--- config.mk ---
export PLATFORM = sky130hd
export DESIGN_NAME = seq_gen
export DESIGN_NICKNAME = d
export VERILOG_FILES = /design/src/rtl/seq_gen_pkg.sv /design/src/rtl/seq_ref_counter.sv /design/src/rtl/seq_gen.sv
export SDC_FILE = /design/constraint.sdc
export NUM_CORES = 1
export LEC_CHECK = 0
export CAP_MARGIN = 5
export CORE_UTILIZATION = 47
export CTS_BUF_LIST = sky130_fd_sc_hd__clkbuf_2
export DETAILED_ROUTE_END_ITERATION = 10
export DONT_BUFFER_PORTS = 1
export GPL_TIMING_DRIVEN = 0
export PLACE_DENSITY = 0.63
export SYNTH_ARGS = -nofsm -noshare
export SYNTH_HDL_FRONTEND = slang
export SYNTH_HIERARCHICAL = 1
export SYNTH_SLANG_ARGS = --single-unit
export TNS_END_PERCENT = 50
--- constraint.sdc ---
create_clock -name clk_i -period 1.74 [get_ports clk_i]
set_input_delay 0.522 -clock clk_i [delete_from_list [all_inputs] [get_ports clk_i]]
set_output_delay 0.522 -clock clk_i [all_outputs]
set_load 0.01 [all_outputs]
--- src/rtl/seq_gen_pkg.sv ---
// seq_gen_pkg -- shared definitions for the seq_gen serializer.
//   state_e         : one-hot FSM state encoding (S_IDLE, S_SHIFT, S_GAP)
//   DEFAULT_PATTERN : default 4-bit pattern tracked by the reference counter
package seq_gen_pkg;

  typedef enum logic [2:0] {
    S_IDLE  = 3'b001,
    S_SHIFT = 3'b010,
    S_GAP   = 3'b100
  } state_e;

  localparam logic [3:0] DEFAULT_PATTERN = 4'b1011;

endpackage

--- src/rtl/seq_ref_counter.sv ---
// seq_ref_counter -- counts (overlapping) occurrences of PATTERN in a serial
// bit stream. Keeps the last three valid bits as history; history and count
// persist across words and idle time until clr_i.
// Ports:
//   clk_i       : clock, rising edge
//   clr_i       : synchronous active-high clear (history and count)
//   valid_i     : bit_i is a stream bit this cycle
//   bit_i       : serial stream bit
//   match_cnt_o : saturating (255) count of PATTERN occurrences
module seq_ref_counter
  import seq_gen_pkg::*;
#(
  parameter logic [3:0] PATTERN = DEFAULT_PATTERN
) (
  input  logic       clk_i,
  input  logic       clr_i,
  input  logic       valid_i,
  input  logic       bit_i,
  output logic [7:0] match_cnt_o
);

  logic [2:0] hist_q, hist_d;
  logic [7:0] cnt_q, cnt_d;

  always_comb begin
    hist_d = hist_q;
    cnt_d  = cnt_q;
    if (valid_i) begin
      hist_d = {hist_q[1:0], bit_i};
      // Oldest history bit lines up with PATTERN[3], current bit with PATTERN[0].
      if (({hist_q, bit_i} == PATTERN) && (cnt_q != 8'hFF)) begin
        cnt_d = cnt_q + 8'd1;
      end
    end
  end

  always_ff @(posedge clk_i) begin
    if (clr_i) begin
      hist_q <= '0;
      cnt_q  <= '0;
    end else begin
      hist_q <= hist_d;
      cnt_q  <= cnt_d;
    end
  end

  assign match_cnt_o = cnt_q;

endmodule

--- src/rtl/seq_gen.sv ---
// seq_gen -- parallel-to-serial word generator, MSB first, with optional
// inter-word gap and an optional pattern reference counter.
// Build option: define SEQ_GEN_REFCNT_EN to build the pattern counter
// (seq_ref_counter); otherwise match_cnt_o is tied to 0.
// Ports:
//   clk_i       : clock, rising edge
//   clr_i       : synchronous active-high reset
//   data_i      : parallel word to serialize
//   load_i      : word offer, taken when load_i && ready_o
//   hold_i      : downstream pause, freezes shifting
//   ready_o     : a word can be accepted this cycle
//   input_o     : serial bit (MSB first)
//   valid_o     : input_o is a stream bit this cycle
//   last_o      : current valid bit is bit 0 of the word
//   match_cnt_o : count of PATTERN occurrences in the emitted stream
module seq_gen
  import seq_gen_pkg::*;
#(
  parameter int         WIDTH      = 8,
  parameter int         GAP_CYCLES = 0,
  parameter logic [3:0] PATTERN    = DEFAULT_PATTERN
) (
  input  logic             clk_i,
  input  logic             clr_i,
  input  logic [WIDTH-1:0] data_i,
  input  logic             load_i,
  input  logic             hold_i,
  output logic             ready_o,
  output logic             input_o,
  output logic             valid_o,
  output logic             last_o,
  output logic [7:0]       match_cnt_o
);

  localparam int CNT_W = (WIDTH > 1) ? $clog2(WIDTH) : 1;
  localparam logic [CNT_W-1:0] CNT_LOAD = CNT_W'(WIDTH - 1);
  // Gap counter runs GAP_CYCLES-1 .. 0, one S_GAP cycle per value.
  localparam logic [2:0] GAP_LOAD = (GAP_CYCLES > 0) ? 3'(GAP_CYCLES - 1) : 3'd0;

  state_e           state_q, state_d;
  logic [WIDTH-1:0] shift_q, shift_d;
  logic [CNT_W-1:0] cnt_q, cnt_d;
  logic [2:0]       gap_q, gap_d;

  always_comb begin
    state_d = state_q;
    shift_d = shift_q;
    cnt_d   = cnt_q;
    gap_d   = gap_q;
    ready_o = 1'b0;
    valid_o = 1'b0;
    last_o  = 1'b0;

    unique case (state_q)
      S_IDLE: begin
        ready_o = 1'b1;
        if (load_i) begin
          shift_d = data_i;
          cnt_d   = CNT_LOAD;
          state_d = S_SHIFT;
        end
      end

      S_SHIFT: begin
        valid_o = !hold_i;
        // A held cycle changes nothing, including on the last bit.
        if (!hold_i) begin
          if (cnt_q != '0) begin
            shift_d = {shift_q[WIDTH-2:0], 1'b0};
            cnt_d   = cnt_q - CNT_W'(1);
          end else begin
            last_o = 1'b1;
            if (GAP_CYCLES == 0) begin
              // Ready on the last bit so a new word follows without a bubble.
              ready_o = 1'b1;
              if (load_i) begin
                shift_d = data_i;
                cnt_d   = CNT_LOAD;
              end else begin
                state_d = S_IDLE;
              end
            end else begin
              gap_d   = GAP_LOAD;
              state_d = S_GAP;
            end
          end
        end
      end

      S_GAP: begin
        if (gap_q == 3'd0) begin
          state_d = S_IDLE;
        end else begin
          gap_d = gap_q - 3'd1;
        end
      end

      default: state_d = S_IDLE;
    endcase
  end

  always_ff @(posedge clk_i) begin
    if (clr_i) begin
      state_q <= S_IDLE;
      shift_q <= '0;
      cnt_q   <= '0;
      gap_q   <= '0;
    end else begin
      state_q <= state_d;
      shift_q <= shift_d;
      cnt_q   <= cnt_d;
      gap_q   <= gap_d;
    end
  end

  // Serial output only reflects the register while a word is in flight.
  assign input_o = (state_q == S_SHIFT) && shift_q[WIDTH-1];

`ifdef SEQ_GEN_REFCNT_EN
  seq_ref_counter #(
    .PATTERN(PATTERN)
  ) u_ref_counter (
    .clk_i      (clk_i),
    .clr_i      (clr_i),
    .valid_i    (valid_o),
    .bit_i      (input_o),
    .match_cnt_o(match_cnt_o)
  );
`else
  // No counter built; PATTERN only matters when it is, so it is masked away.
  assign match_cnt_o = 8'(PATTERN) & 8'h00;
`endif

endmodule

---- Word level (Yosys, flattened, before mapping) ----
Cells that the tools add are included.
storage, ports and cells
  bits in registers ....................... 17
  bits of input ports ..................... 12
  output and inout port bits .............. 12
  logic and storage cells ................. 42
operators by class
  $add $sub $neg .......................... 2
  eq/ne operators ......................... 8
  mux-type cells .......................... 19
  bitwise operators ....................... 1
  reductions and logical operators ........ 8
operators with widths
  operator               count
  $mux W3                8
  $mux W8                3
  $pmux W8 S2            1
  $ne A2 B2 Y1 const B   5
  $pmux W3 S3            1
  $pmux W3 S2            1
  $sub A3 B1 Y3 const B  2
  $reduce_and A5 Y1      1
  $mux W1                4
  $reduce_and A2 Y1      2
  $eq A3 B1 Y1 const B   1
  $eq A3 B2 Y1 const B   1
  $eq A3 B3 Y1 const B   1
  $logic_not A3 Y1       1
  $reduce_bool A3 Y1     1
  $pmux W1 S2            1
  $reduce_bool A2 Y1     1
  $logic_and A1 B1 Y1    1
  $logic_not A1 Y1       1
  $not A1 Y1             1

---- Longest topological paths before layout ----
Gate-level depths: netlist (run 1).
  word-level depth ........................ 4
  gate-level depth with buffers ........... 7
  depth with buffers taken out ............ 7

---- Least setup slack after synthesis (run 1) ----
No wires, ideal clock.
  path type ............................... flip-flop to output port
  start ................................... reg state_q[0]
  end ..................................... out ready_o
  arrival ................................. 1224 ps
  required time ........................... 1218 ps
  path slack .............................. -6 ps
  stages on the path, launching flop included .. 7
  path through ............................ dfxtp_1 > inv_1 > ha_1 > nand2b_2 > nor2_1 > nor2_1 > nor2_1
between the ends
  cells in the longest elaborated chain, start to end .. 2
  elaborated cells between the ends (all ways) .. 3
  those cells by class .................... eq/ne: 2; mux: 1
ends and longest elaborated chain
  item                                                 line            text
  from (decl)                                          seq_gen.sv:40   state_e state_q, state_d;
  from (signal assigned)                               seq_gen.sv:109  state_q <= state_d;
  $eq A3 B2 Y1 / $eq A3 B1 Y1 (equally long branches)  seq_gen.sv:54   unique case (state_q)
  $pmux W1 S2 (*)                                      seq_gen.sv:54
  to (decl)                                            seq_gen.sv:28   output logic ready_o,
Every way passes the cells marked *; elsewhere a longest branch is shown, timed or not.

---- Final worst setup path (run 1) ----
Same ends and word-level chain as after synthesis.

==> impl_metrics.env, run 1 <==
export IMPL_status="complete, but fails checks"
export IMPL_violations="negative setup slack"
export IMPL_drt_iter0_drc=6
export IMPL_cpLargestDelayFamily="simple AND/OR/NAND/NOR gates"
export IMPL_post_route_min_period_ns=1.76
export IMPL_synth_compound_area_frac=0.317
export IMPL_use_met1=0.256
export IMPL_power_density_nw_per_um2=835
export IMPL_startpoint="state_q[0]"
export IMPL_synth_area_leader_cell="dfxtp_1"
export IMPL_crit_fanout=2
export IMPL_min_from="clr_i"
export IMPL_hold_violations=0
export IMPL_cts_buffers_inserted=3
export IMPL_slew_viol_final=0
export IMPL_grt_pass1_vias=586
export IMPL_synth_top_family_by_area="compound AO/OA/AOI/OAI gates"
export IMPL_period_share=1.01
export IMPL_gp_congestion=0.685
export IMPL_cts_sinks=13
export IMPL_synth_edf_count=0
export IMPL_cp_num_buf_inv=1
export IMPL_ys_ff_latch=13
export IMPL_async_reset_ff_frac=0
export IMPL_met3_usage=0.0431
export IMPL_post_route_drc_count=0
export IMPL_grt_overflow=0
export IMPL_maxCapViolations=0
export IMPL_grt_max_degree=11
export IMPL_clk_insertion_delay_late_ns=0.27
export IMPL_start_kind="flop"
export IMPL_drive_gt1_frac=0.408
export IMPL_path_class="reg2out"
export IMPL_fmax_ghz=0.569
export IMPL_cts_max_level=1
export IMPL_grt_pass1_wl_um=2550
export IMPL_rsz0062_at_grt="true"
export IMPL_slowest_delay_ns=0.35
export IMPL_syn_avg_cell_area_sq_um=9.30
export IMPL_dp_hpwl_um=980
export IMPL_hold_class="in2reg"
export IMPL_layout_nets=115
export IMPL_route_antenna_remaining_nets=0
export IMPL_core_area_sq_um=1510
export IMPL_finalWorstSetupSlack_ns=-0.0182
export IMPL_critPathSlowestCell="dfxtp_2"
export IMPL_synth_ff_type="dfxtp_1"
export IMPL_ctsHoldBuffers=0
export IMPL_final_core_util=0.617
export IMPL_setup_violations=1
export IMPL_root_buffer="clkbuf_2"
export IMPL_synth_seq_area_share=0.346
export IMPL_grt_util_met2=0.300
export IMPL_drtPass1Iterations=4
export IMPL_netlist_area_sq_um=753
export IMPL_synth_mux_area_frac=0
export IMPL_synthAdderAreaFrac=0.0664
export IMPL_routed_wl_um=1460
export IMPL_synthTopCellsByArea="dfxtp_1 (35%), o221a_1 (10%), o21a_1 (10%)"
export IMPL_num_vias=602
export IMPL_crit_top_cell="nor2_2"
export IMPL_power_leakage_nw=0.416
export IMPL_rows=14
export IMPL_dp_slack_ns=-0.109
export IMPL_max_vdd_ir_drop_mv=0.580
export IMPL_vias_per_cell=5.28
export IMPL_fin_skew_ns=0.00844
export IMPL_synthDistinctLibCells=26
export IMPL_regToRegStartpoint="cnt_q[1]"
export IMPL_yosys_area_share_simple=0.136
export IMPL_synth_warnings=6
export IMPL_critPathCaptureType="output pin"
export IMPL_initial_utilization=0.500
export IMPL_grt_busiest_layer="met2"
export IMPL_synthTopCellsByCount="dfxtp_1 (13), o21a_1 (10), buf_4 (8)"
export IMPL_netlist_instances=81
export IMPL_cp_data_arrival_time_ns=1.24
export IMPL_dieArea_sq_um=1770
export IMPL_synthXorXnorAreaFrac=0
export IMPL_ios=24
export IMPL_path_clk_slew_ns=0.15
export IMPL_cp_cell_sequence="inv_2, ha_4, nand2b_4, nor2_4, nor2_2, nor2_2"
export IMPL_die_y_um=42.0
export IMPL_wl_per_cell_um=12.8
export IMPL_ctsLongestPathBuffers=2
export IMPL_n_antenna_cell=0
export IMPL_required_ns=1.22
export IMPL_syn_to_final_growth_pct=23.4
export IMPL_antenna_found_initial=0
export IMPL_synth_top_area_share=0.346
export IMPL_port_buffers=0
export IMPL_dieWidth_um=42.0
export IMPL_cts_tree="yes"
export IMPL_track_usage=0.194
export IMPL_synth_most_common_cell="dfxtp_1"
## area by class of cell
cell class | instances | area (sq um)
tap | 16 | 20.0
multi-input combinational | 58 | 473
buffer | 8 | 60.1
sequential | 13 | 268
timing repair buffer | 7 | 56.3
inverter | 8 | 32.5
fill | 150 | 577
clock buffer | 4 | 20.0
## final timing paths
check	end	slack [ns]	cells past startpoint
hold / removal	shift_q[0]	0.29	1
setup reg to reg	shift_q[1]	0.21	8
hold reg to reg	shift_q[0]	0.47	2
setup / recovery	ready_o	-0.02	6
## worst register-to-register path: cells and delay by family (launching register included)
| kind | cells | cell delay [ns] |
|---|---|---|
| DFF | 1 | 0.35 |
| AOI/OAI and AO/OA | 2 | 0.38 |
| and+or+nand+nor | 2 | 0.20 |
| adders and majority gates | 1 | 0.15 |
| buffers and inverters | 3 | 0.35 |
## metal layers
metal  up-vias  wire length (um)
li1        305                 -
met1       279               676
met2        16               674
met3         2               101
met4         0                 9
met5         -                 0
## per-stage QoR
stage          TNS, ns  instances  area, sq um  hold slack, ns  total power, mW
6_report       -0.0182        114          930           0.287            0.776
5_1_grt         -0.118        114          930           0.241            0.833
4_1_cts         -0.137        112          903           0.278            0.768
3_5_place_dp    -0.109        104          802           0.459            0.551
3_3_place_gp   -0.0872        104          802           0.447            0.548
2_1_floorplan        0         88          782           0.438            0.522
## report_power, final
group | leakage, nW | internal [mW] | switching, mW
Sequential | 0.109 | 0.337 | 0.0234
Clock | 0.0166 | 0.0610 | 0.107
Combinational | 0.291 | 0.126 | 0.122
## flip-flops by register name (all words and copies together), names as in the netlist
name / cells
cnt_q: 3
state_q: 2
shift_q: 8
## cell families (layout without fill, tap and decap cells)
logic type / after synthesis / in the layout
AOI/OAI and AO/OA: 29 / 29
adders and majority gates: 4 / 4
buffers and inverters: 17 / 27
and+or+nand+nor: 17 / 17
DFF: 13 / 13
other: 1 / 8
## what timing repair did
action / in CTS / in global routing
resized for setup: 16 / 5
endpoints found under the setup margin: 4 / 3
pin swaps: 2 / 5
gates cloned: 0 / 0
setup buffers: 4 / 3
## cell usage in the layout, fill, tap and decap left out, drive strengths merged, types with 3 or more instances in the layout
| master | instances |
|---|---|
| a21oi | 6 |
| buf | 15 |
| clkbuf | 4 |
| conb | 8 |
| dfxtp | 13 |
| ha | 4 |
| inv | 8 |
| nand2 | 4 |
| nor2 | 5 |
| o21a | 10 |
| o21ai | 3 |
| o221a | 7 |
No activity file was read; power rests on OpenSTA's default activity.
==> run 2: changes to the inputs <==
--- a/config.mk
+++ b/config.mk
@@ -6,12 +6,12 @@
 export NUM_CORES = 1
 export LEC_CHECK = 0
 export CAP_MARGIN = 5
-export CORE_UTILIZATION = 47
+export CORE_UTILIZATION = 30
 export CTS_BUF_LIST = sky130_fd_sc_hd__clkbuf_2
 export DETAILED_ROUTE_END_ITERATION = 10
 export DONT_BUFFER_PORTS = 1
 export GPL_TIMING_DRIVEN = 0
-export PLACE_DENSITY = 0.63
+export PLACE_DENSITY = 0.45
 export SYNTH_ARGS = -nofsm -noshare
 export SYNTH_HDL_FRONTEND = slang
 export SYNTH_HIERARCHICAL = 1
==> impl_metrics.env, run 2 (same netlist as run 1, synthesis figures left out) <==
export IMPL_status="complete, but fails checks"
export IMPL_violations="negative setup slack"
export IMPL_grt_overflow=0
export IMPL_cp_data_arrival_time_ns=1.22
export IMPL_hold_class="in2reg"
export IMPL_dp_hpwl_um=1050
export IMPL_fillers=247
export IMPL_holdPathEnd="shift_q[0]"
export IMPL_die_y_um=52.1
export IMPL_track_usage=0.130
export IMPL_cpLargestDelayFamily="simple AND/OR/NAND/NOR gates"
export IMPL_setup_violations=1
export IMPL_path_class="reg2out"
export IMPL_required_ns=1.22
export IMPL_fin_total_pwr_mw=0.765
export IMPL_reg2reg_slack_ns=0.22
export IMPL_crit_fanout=3
export IMPL_dpl_cell_area_sq_um=817
export IMPL_multi_input_area_sq_um=473
export IMPL_cp_cell_sequence="inv_2, ha_4, nand2b_4, nor2_4, nor2_2, nor2_2"
export IMPL_fmax_ghz=0.573
export IMPL_fin_skew_ns=0.00188
export IMPL_slew_viol_final=0
export IMPL_top_register="shift_q"
export IMPL_holdPathStages=1
export IMPL_hold_violations=0
export IMPL_reg_top3="shift_q x8, cnt_q x3, state_q x2"
export IMPL_dp_slack_ns=-0.119
export IMPL_num_vias=605
export IMPL_cts_buffers_inserted=3
export IMPL_power_leakage_nw=0.419
export IMPL_regToRegStartpoint="state_q[0]"
export IMPL_maxCapViolations=0
export IMPL_syn_to_final_growth_pct=25.6
export IMPL_clk_insertion_delay_late_ns=0.26
export IMPL_period_share=1.00
export IMPL_routed_wl_um=1530
export IMPL_cp_num_buf_inv=1
export IMPL_max_vdd_ir_drop_mv=0.419
export IMPL_r2r_end="shift_q[1]"
export IMPL_power_density_nw_per_um2=809
export IMPL_ios=24
export IMPL_reg2reg_depth=6
export IMPL_drtPass1Iterations=4
export IMPL_rsz0062_at_grt="true"
export IMPL_rows=17
export IMPL_cts_tree="yes"
export IMPL_drt_iter0_drc=8
export IMPL_crit_top_cell="nor2_2"
export IMPL_port_buffers=0
export IMPL_cts_sinks=13
export IMPL_n_antenna_cell=0
export IMPL_path_clk_slew_ns=0.13
export IMPL_grt_pass1_wl_um=2480
export IMPL_core_area_sq_um=2300
export IMPL_cts_max_level=1
export IMPL_finalWorstSetupSlack_ns=-0.00466
export IMPL_antenna_found_initial=0
export IMPL_vias_per_cell=4.76
export IMPL_post_route_drc_count=0
export IMPL_drive_gt1_frac=0.414
export IMPL_route_antenna_remaining_nets=0
export IMPL_dieWidth_um=52.1
export IMPL_critPathCaptureType="output pin"
export IMPL_initial_utilization=0.328
export IMPL_start_kind="flop"
export IMPL_layout_commonest_cell="buf_4"
export IMPL_layout_nets=116
export IMPL_place_inst=116
export IMPL_root_buffer="clkbuf_2"
export IMPL_ctsLongestPathBuffers=2
export IMPL_grt_max_degree=11
export IMPL_dieArea_sq_um=2710
export IMPL_post_route_min_period_ns=1.74
export IMPL_final_cell_mix="buf_4 (16), o21a_1 (10), dfxtp_1 (9)"
export IMPL_wl_per_cell_um=12.1
export IMPL_gp_congestion=0.672
export IMPL_instances_no_fill=127
export IMPL_critPathSlowestCell="dfxtp_2"
export IMPL_critical_path_depth=6
export IMPL_seq_area_sq_um=265
export IMPL_grt_pass1_vias=536
export IMPL_final_area_sq_um=946
export IMPL_min_from="clr_i"
export IMPL_slowest_delay_ns=0.35
export IMPL_largest_reg_flops=8
## run 2: changes by cell type in the layout (fill, tap and decap cells not counted)
cell and change:
dfxtp_4 -1, dfxtp_2 +1, buf_6 -1, buf_4 +2
## run 2: what timing repair did
| item | 4_1_cts | 5_1_grt |
|---|---|---|
| hold endpoints to repair | 0 | 0 |
| resized for setup | 17 | 2 |
| pin swaps | 3 | 5 |
| endpoints found under the setup margin | 4 | 2 |
| hold buffers | 0 | 0 |
| setup buffers | 3 | 6 |
## run 2: final cells by class
type | instances | share of cell area
Buffer | 8 | 0.0635
Multi-Input combinational cell | 58 | 0.500
Inverter | 8 | 0.0344
Timing Repair Buffer | 8 | 0.0635
Tap cell | 28 | 0.0370
Clock buffer | 4 | 0.0212
Sequential cell | 13 | 0.280
## run 2: how the worst max path moves through the flow
stage,from,endpoint,slack [ns]
finish,state_q[0],ready_o,-0.005
global route,state_q[0],ready_o,-0.12
CTS,cnt_q[1],ready_o,-0.12
detailed placement,state_q[0],ready_o,-0.12
global placement,state_q[0],ready_o,-0.10
floorplan,state_q[0],ready_o,0.05
## run 2: metrics by stage
step | TNS, ns | utilization | hold slack [ns]
floorplan | 0 | - | 0.438
global placement | -0.102 | 0.356 | 0.449
detailed placement | -0.119 | 0.356 | 0.453
CTS | -0.124 | 0.397 | 0.292
global route | -0.125 | 0.412 | 0.274
finish | -0.00466 | 0.412 | 0.308
## run 2: metal layers
layer,part of all wire,global-route usage,up-vias
li1,-,-,311
met1,0.49,0.154,273
met2,0.44,0.205,19
met3,0.066,0.0585,2
met4,0.0052,0.0405,0
met5,0,0,-
## run 2: report_power, final
group	internal [mW]	switching [mW]	total, mW
Clock	0.0610	0.0979	0.159
Combinational	0.123	0.123	0.246
Sequential	0.338	0.0226	0.360
Total	0.521	0.244	0.765
==> run 3: changes to the inputs <==
--- a/config.mk
+++ b/config.mk
@@ -6,12 +6,14 @@
 export NUM_CORES = 1
 export LEC_CHECK = 0
 export CAP_MARGIN = 5
-export CORE_UTILIZATION = 30
+export CORE_AREA = 2 2 39 41
 export CTS_BUF_LIST = sky130_fd_sc_hd__clkbuf_2
 export DETAILED_ROUTE_END_ITERATION = 10
+export DIE_AREA = 0 0 41 43
 export DONT_BUFFER_PORTS = 1
 export GPL_TIMING_DRIVEN = 0
-export PLACE_DENSITY = 0.45
+export PLACE_DENSITY = 0.73
+export SKIP_LAST_GASP = 1
 export SYNTH_ARGS = -nofsm -noshare
 export SYNTH_HDL_FRONTEND = slang
 export SYNTH_HIERARCHICAL = 1
==> impl_metrics.env, run 3 (same netlist as run 1, synthesis figures left out) <==
export IMPL_cts_sinks=13
export IMPL_grt_pass1_wl_um=2370
export IMPL_core_area_sq_um=1380
export IMPL_initial_utilization=0.544
export IMPL_track_usage=0.194
export IMPL_gp_congestion=0.741
export IMPL_setup_violations=1
export IMPL_path_clk_slew_ns=0.12
export IMPL_die_y_um=43
export IMPL_reg_top3="shift_q x8, cnt_q x3, state_q x2"
export IMPL_cp_data_arrival_time_ns=1.25
export IMPL_final_cell_mix="buf_4 (18), o21a_1 (10), dfxtp_1 (10)"
export IMPL_ctsLongestPathBuffers=2
export IMPL_instances_no_fill=117
export IMPL_max_vdd_ir_drop_mv=0.405
export IMPL_port_buffers=0
export IMPL_rows=14
export IMPL_power_density_nw_per_um2=813
export IMPL_syn_to_final_growth_pct=25.2
export IMPL_vias_per_cell=5.09
export IMPL_fin_total_pwr_mw=0.767
export IMPL_clk_insertion_delay_late_ns=0.26
export IMPL_fin_skew_ns=0.00143
export IMPL_power_leakage_nw=0.427
export IMPL_post_route_min_period_ns=1.77
export IMPL_drtPass1Iterations=4
export IMPL_final_area_sq_um=943
export IMPL_drive_gt1_frac=0.416
export IMPL_layout_nets=118
export IMPL_status="complete, but fails checks"
export IMPL_place_inst=104
export IMPL_ctsHoldBuffers=0
export IMPL_grt_pass1_vias=571
export IMPL_required_ns=1.22
export IMPL_hold_class="in2reg"
export IMPL_final_core_util=0.682
export IMPL_top_register="shift_q"
export IMPL_finalWorstSetupSlack_ns=-0.0316
export IMPL_fmax_ghz=0.564
export IMPL_hold_violations=0
export IMPL_period_share=1.02
export IMPL_grt_overflow=0
export IMPL_rsz0062_at_grt="true"
export IMPL_n_antenna_cell=0
export IMPL_dp_hpwl_um=934
export IMPL_cts_tree="yes"
export IMPL_dpl_cell_area_sq_um=802
export IMPL_wl_per_cell_um=12.8
export IMPL_dieArea_sq_um=1760
export IMPL_num_vias=595
export IMPL_maxCapViolations=0
export IMPL_routed_wl_um=1500
export IMPL_cts_max_level=1
export IMPL_slew_viol_final=0
export IMPL_dieWidth_um=41
export IMPL_start_kind="flop"
export IMPL_drt_iter0_drc=23
export IMPL_ios=24
export IMPL_layout_commonest_cell="buf_4"
export IMPL_violations="negative setup slack"
export IMPL_grt_max_degree=11
export IMPL_post_route_drc_count=0
export IMPL_root_buffer="clkbuf_2"
export IMPL_critPathCaptureType="output pin"
export IMPL_cts_buffers_inserted=3
export IMPL_route_antenna_remaining_nets=0
export IMPL_crit_fanout=3
export IMPL_antenna_found_initial=0
export IMPL_largest_reg_flops=8
export IMPL_path_class="reg2out"
[run 3: cell types whose count changed in the layout (fill, tap and decap cells not counted)]
cell / change
dfxtp_2: -1
and2_2: +1
dfxtp_1: +1
buf_4: +2
and2_4: -1
[run 3: per-layer routing]
layer / vias up / global-route usage / wire length, um / share of wire
met4: 0 / 0.0600 / 14 / 0.0093
met5: - / 0 / 0 / 0
met2: 17 / 0.319 / 742 / 0.50
li1: 310 / - / - / -
met1: 266 / 0.239 / 648 / 0.43
met3: 2 / 0.0419 / 94 / 0.063
[run 3: final cells by class]
type | instances | area, sq um
Multi-Input combinational cell | 58 | 472
Fill cell | 115 | 440
Sequential cell | 13 | 264
Timing Repair Buffer | 10 | 75.1
Buffer | 8 | 60.1
Inverter | 8 | 32.5
Clock buffer | 4 | 20.0
Tap cell | 16 | 20.0
[run 3: what timing repair did]
action / CTS / global route
cloned: 0 / 0
pin swaps: 3 / 4
gates resized for setup: 14 / 3
setup endpoints to repair: 4 / 2
buffers inserted: 4 / 6
[run 3: path summary, 6_finish.rpt]
path	start	to	slack [ns]	depth (start not counted)
setup / recovery	state_q[1]	ready_o	-0.03	5
setup reg to reg	state_q[1]	shift_q[3]	0.21	7
hold reg to reg	shift_q[0]	shift_q[0]	0.48	2
hold / removal	clr_i	shift_q[0]	0.31	1
[run 3: power breakdown]
part | leakage (nW) | switching [mW] | internal [mW]
sequential | 0.108 | 0.0234 | 0.337
clock | 0.0166 | 0.0956 | 0.0610
combinational | 0.302 | 0.124 | 0.125
total | 0.427 | 0.243 | 0.523
[run 3: critical path: stages, from the launching register on]
cell and delay [ns]:
dfxtp_1 0.41, ha_4 0.18, nand2b_4 0.07, nor2_4 0.15, nor2_2 0.06, nor2_2 0.13
[run 3: through the flow]
step | setup TNS, ns | hold WS (ns) | worst slack [ns]
after global routing | -0.152 | 0.284 | -0.113
after detailed placement | -0.0972 | 0.456 | -0.0972
after global placement | -0.0884 | 0.447 | -0.0884
after floorplan | 0 | 0.438 | 0.0456
after CTS | -0.152 | 0.298 | -0.113
final | -0.0316 | 0.310 | -0.0316
